--- config.mk ---
export PLATFORM = sky130hd
export DESIGN_NAME = ntt_radix_2_ctrl
export DESIGN_NICKNAME = d
export VERILOG_FILES = /design/src/rtl/ntt_radix_2_ctrl.sv
export SDC_FILE = /design/constraint.sdc
export NUM_CORES = 1
export LEC_CHECK = 0
export CORE_ASPECT_RATIO = 2
export CORE_UTILIZATION = 56
export CTS_BUF_LIST = sky130_fd_sc_hd__clkbuf_8
export CTS_CLUSTER_DIAMETER = 120
export DETAILED_ROUTE_END_ITERATION = 8
export HOLD_SLACK_MARGIN = 0.1
export PLACE_DENSITY_LB_ADDON = 0.08
export SLEW_MARGIN = 10
export SYNTH_ARGS = -nofsm -noshare
export SYNTH_HDL_FRONTEND = slang
export SYNTH_SLANG_ARGS = --single-unit
--- constraint.sdc ---
create_clock -name clk -period 7.8 [get_ports clk]
set_input_delay 0.78 -clock clk [delete_from_list [all_inputs] [get_ports clk]]
set_output_delay 0.78 -clock clk [all_outputs]
set_load 0.005 [all_outputs]
--- src/rtl/ntt_radix_2_ctrl.sv ---
// Sequencer for an in-place radix-2 NTT/INTT: walks all stages, issues butterfly
// read/twiddle addresses and replays them as write-back strobes after the butterfly latency.
module ntt_radix_2_ctrl #(
  parameter int N          = 256,
  parameter int LOGN       = 8,
  parameter int BF_LATENCY = 2
) (
  input  logic            clk,
  input  logic            rst_n,
  input  logic            start,
  input  logic            mode,
  output logic            busy,
  output logic            done,
  output logic            select,
  output logic            rd_en,
  output logic [LOGN-1:0] rd_addr_1,
  output logic [LOGN-1:0] rd_addr_2,
  output logic [LOGN-1:0] tw_addr_1,
  output logic [LOGN-1:0] tw_addr_2,
  output logic            wr_en,
  output logic [LOGN-1:0] wr_addr_1,
  output logic [LOGN-1:0] wr_addr_2,
  output logic [LOGN-1:0] stage
);

  localparam int DW = (BF_LATENCY > 1) ? $clog2(BF_LATENCY) : 1;

  typedef enum logic [1:0] {IDLE, RUN, DRAIN, DONE} state_t;

  state_t          state_q, state_d;
  logic [LOGN-2:0] p_q, p_d;
  logic [LOGN-1:0] stage_q, stage_d;
  logic [DW-1:0]   dcnt_q, dcnt_d;
  logic            sel_d;
  logic [LOGN-1:0] a1_d, a2_d, tw_d;

  logic [BF_LATENCY-1:0]           wen_pipe;
  logic [BF_LATENCY-1:0][LOGN-1:0] wa1_pipe;
  logic [BF_LATENCY-1:0][LOGN-1:0] wa2_pipe;

  always_ff @(posedge clk) begin
    if (!rst_n) begin
      state_q <= IDLE;
      p_q     <= '0;
      stage_q <= '0;
      dcnt_q  <= '0;
      select  <= 1'b0;
    end else begin
      state_q <= state_d;
      p_q     <= p_d;
      stage_q <= stage_d;
      dcnt_q  <= dcnt_d;
      select  <= sel_d;
    end
  end

  always_comb begin
    state_d = state_q;
    p_d     = p_q;
    stage_d = stage_q;
    dcnt_d  = dcnt_q;
    sel_d   = select;
    case (state_q)
      IDLE: begin
        if (start) begin
          state_d = RUN;
          p_d     = '0;
          stage_d = '0;
          sel_d   = mode;
        end
      end
      RUN: begin
        if (p_q == '1) begin
          state_d = DRAIN;
          dcnt_d  = '0;
        end else begin
          p_d = p_q + 1'b1;
        end
      end
      DRAIN: begin
        if (dcnt_q == DW'(BF_LATENCY - 1)) begin
          if (stage_q == LOGN'(LOGN - 1)) begin
            state_d = DONE;
          end else begin
            state_d = RUN;
            stage_d = stage_q + 1'b1;
            p_d     = '0;
          end
        end else begin
          dcnt_d = dcnt_q + 1'b1;
        end
      end
      DONE: begin
        state_d = IDLE;
        stage_d = '0;
      end
      default: state_d = IDLE;
    endcase
  end

  // Addresses are computed from the next-cycle pair/stage so they can be registered alongside rd_en.
  always_comb begin
    int s, pi, h, g, j, a1, tw;
    s  = int'(stage_d);
    pi = int'(p_d);
    if (!sel_d) begin
      h  = N >> (s + 1);
      g  = pi >> (LOGN - 1 - s);
      j  = pi & (h - 1);
      a1 = (g << (LOGN - s)) + j;
      tw = (1 << s) + g;
    end else begin
      h  = 1 << s;
      g  = pi >> s;
      j  = pi & (h - 1);
      a1 = (g << (s + 1)) + j;
      tw = (N >> (s + 1)) + g;
    end
    a1_d = LOGN'(a1);
    a2_d = LOGN'(a1 + h);
    tw_d = LOGN'(tw);
  end

  always_ff @(posedge clk) begin
    if (!rst_n) begin
      rd_en     <= 1'b0;
      rd_addr_1 <= '0;
      rd_addr_2 <= '0;
      tw_addr_2 <= '0;
    end else begin
      rd_en     <= (state_d == RUN);
      rd_addr_1 <= (state_d == RUN) ? a1_d : '0;
      rd_addr_2 <= (state_d == RUN) ? a2_d : '0;
      tw_addr_2 <= (state_d == RUN) ? tw_d : '0;
    end
  end

  // Write-back replays the read stream BF_LATENCY cycles later; reset flushes it.
  always_ff @(posedge clk) begin
    if (!rst_n) begin
      wen_pipe <= '0;
      wa1_pipe <= '0;
      wa2_pipe <= '0;
    end else begin
      wen_pipe[0] <= rd_en;
      wa1_pipe[0] <= rd_addr_1;
      wa2_pipe[0] <= rd_addr_2;
      for (int i = 1; i < BF_LATENCY; i++) begin
        wen_pipe[i] <= wen_pipe[i-1];
        wa1_pipe[i] <= wa1_pipe[i-1];
        wa2_pipe[i] <= wa2_pipe[i-1];
      end
    end
  end

  assign wr_en     = wen_pipe[BF_LATENCY-1];
  assign wr_addr_1 = wa1_pipe[BF_LATENCY-1];
  assign wr_addr_2 = wa2_pipe[BF_LATENCY-1];
  assign tw_addr_1 = '0;
  assign stage     = stage_q;
  assign busy      = (state_q != IDLE);
  assign done      = (state_q == DONE);

endmodule

==> flow_summary.yaml <==
status:
  status: "finished clean"
sta:
  hold_viol_final: 0
  min_period_over_period: 0.838
  worst_pin_slew_ns: 0.907
  setup_viol_count_final: 0
  drv_slew: 0
  fin_skew_ns: 0.0179
  fin_setup_tns_ns: 0
  fin_crit_ns: 6.54
  rsz0062_at_grt: "no"
  max_clock_freq_ghz: 0.153
  max_slew_margin: 0.394
clock_tree:
  clock_latency_ns: 0.36
  cts_tree: "yes"
  clk_pin_slew_ns: 0.09
  cts_resized: 0
  cts_max_level: 3
  hold_buffers: 0
  root_buffer: "clkbuf_8"
  post_cts_buffers: 0
  cts_buffers: 9
  cts_sinks: 78
  cts_buffer_depth: 2
die:
  die_w_um: 75.6
  dieArea_mm2: 0.0113
  die_h_um: 149
  core-area_mm2: 0.0105
  pin_count: 65
  rows: 53
  start_util: 0.576
synthesis:
  yosys.area.top_type: "dfxtp_1"
  syn_avg_cell_area_um2: 7.77
  ys.flop_type: "dfxtp_1"
  synth_seq_cells: 78
  synth-async-reset-ratio: 0
  seq_area_frac_synth: 0.257
  syn_area_mm2: 0.00607
  synth_edf_count: 0
  synthTopCellsByArea: "dfxtp_1 (26%), ha_1 (8.9%), nor2_1 (5.4%)"
  ys_warn_count: 0
  yosys.area.top_type_share: 0.257
  syn_inst: 782
  netlist-cell-type-count: 79
cells_and_area:
  drive_above_1_share: 0.0739
  final_core_util: 0.644
  n_fill_cell: 916
  syn_to_final_growth_pct: 11.8
  nets: 859
  final_area_mm2: 0.00679
  instances_no_fill: 949
  antenna_cells: 0
critical_path:
  crit_fanout: 12
  slowest_stage: "fa_1"
  endpoint_kind: "flip-flop"
  critical_path_required_ns: 8.04
  critPathKind: "in2reg"
  crit_path_start_kind: "primary input"
  arrival_ns: 6.78
  cpPeakStageDelay_ns: 0.49
placed_design:
  gp_congestion: 0.978
  dp_cells: 933
  dpl_cell_area_mm2: 0.00661
  port_buffers: 56
  hpwlAfterDp_um: 14800
power_and_ir_drop:
  power.density_mw_per_mm2: 115
  power_leakage_nw: 2.96
  vdd_drop_max_uv: 131
drt:
  wl_per_cell_um: 20.0
  drc: 0
  drt_iter0_drc: 325
  ant_nets: 0
  vias_per_cell: 6.23
  wl_um: 19000
  vias: 5917
  drt_pass1_iterations: 7
global_routing:
  grt_pass1_vias: 5736
  globalRouteOverflowTotal: 0
  grt_usage: 0.347
  antenna_found_initial: 0
  grt_max_degree: 39
  grt_first_pass_wirelength_um: 28900
worst_hold_path:
  hold_class: "reg2reg"
flow_run:
  maxCapViolations: 0
-- sequential cells by signal, summed over array words and instances (netlist names), 7 cells and up --
register,flops
wa1_pipe,8
stage,8
tw_addr_2,8
rd_addr_2,8
p_q,7
wa2_pipe,8
rd_addr_1,8
wr_addr_2,8
wr_addr_1,8
-- per-stage QoR --
step	setup slack, ns	hold slack, ns	power (mW)
finish	1.26	0.424	0.779
global route	0.726	0.438	0.807
CTS	1.34	0.421	0.783
detailed placement	0.991	0.418	0.497
global placement	1.21	0.415	0.496
floorplan	2.02	0.412	0.471
-- metal layers --
metal / up-vias / routed length [um] / global-route usage
li1: 2781 / - / -
met1: 2773 / 6440 / 0.331
met4: 0 / 1780 / 0.281
met3: 104 / 776 / 0.0568
met5: - / 0 / 0
met2: 259 / 9980 / 0.619
-- logic make-up after synthesis --
kind of cell,synth area share
AO/OA/AOI/OAI,0.220
XOR/XNOR,0.0534
adder cells (fa/ha/maj),0.105
buffers and inverters,0.0783
flip-flops,0.257
multiplexers,0.0260
other,0.000617
AND/OR/NAND/NOR,0.260
-- placed cells by master, fill, tap and decap left out, types with 5 or more instances in the layout --
cell	netlist	layout
nor2_1	88	88
dfxtp_1	78	78
nand2_1	57	57
clkdlybuf4s50_1	0	56
a21oi_1	54	54
and2_1	46	46
ha_1	43	43
o21ai_0	35	35
inv_1	31	31
xnor2_1	31	31
nand3_1	21	21
nor3_1	18	18
buf_4	24	16
nor2b_1	15	15
a21o_1	14	14
nand2b_1	12	12
and3_1	12	12
o21bai_1	10	10
clkbuf_8	0	9
mux2i_1	9	8
a22oi_1	8	8
o211ai_1	8	8
conb_1	1	8
a31oi_1	7	7
nand4_1	6	6
o21a_1	6	6
mux2_2	6	6
or3_1	6	6
a211oi_1	7	6
xor2_1	6	6
fa_1	5	5
-- report_power, final --
group          internal (mW)  switching, mW  total, mW
clock network          0.123          0.167      0.289
registers              0.406        0.00589      0.412
logic                 0.0316         0.0461     0.0777
total                  0.561          0.219      0.779
-- synth_stat cells, types with 15 or more instances --
cell type  instances
nor2b_1           15
inv_1             31
nand2_1           57
and2_1            46
nor3_1            18
buf_4             24
o21ai_0           35
nand3_1           21
dfxtp_1           78
clkbuf_1          23
xnor2_1           31
a21oi_1           54
nor2_1            88
ha_1              43
-- critical path: cells and delay by family --
family	cells	cell delay [ns]
AOI/OAI and AO/OA	10	2.30
and+or+nand+nor	10	1.67
adders and majority gates	3	0.98
buffers and inverters	4	0.78
xor gates and xnor gates	1	0.19
muxes	1	0.07
-- cell type report --
class / instances / area (um^2) / area share
clock buffer: 9 / 124 / 0.0182
clock inverter: 7 / 63.8 / 0.00939
inverter: 32 / 120 / 0.0177
multi-input combinational: 614 / 4070 / 0.599
sequential: 78 / 1560 / 0.230
tap: 137 / 171 / 0.0252
timing repair buffer: 72 / 681 / 0.100
-- worst paths after layout --
check                                 start            to  depth (start not counted)  slack [ns]
worst max-delay path                  start  rd_addr_2[7]                         29        1.26
worst min register to register  wa2_pipe[3]  wr_addr_2[3]                          1        0.42
worst max register to register     stage[0]  rd_addr_2[7]                         28        1.33
worst min-delay path            wa2_pipe[3]  wr_addr_2[3]                          1        0.42
Note: power is estimated with default switching activity, not from simulation.
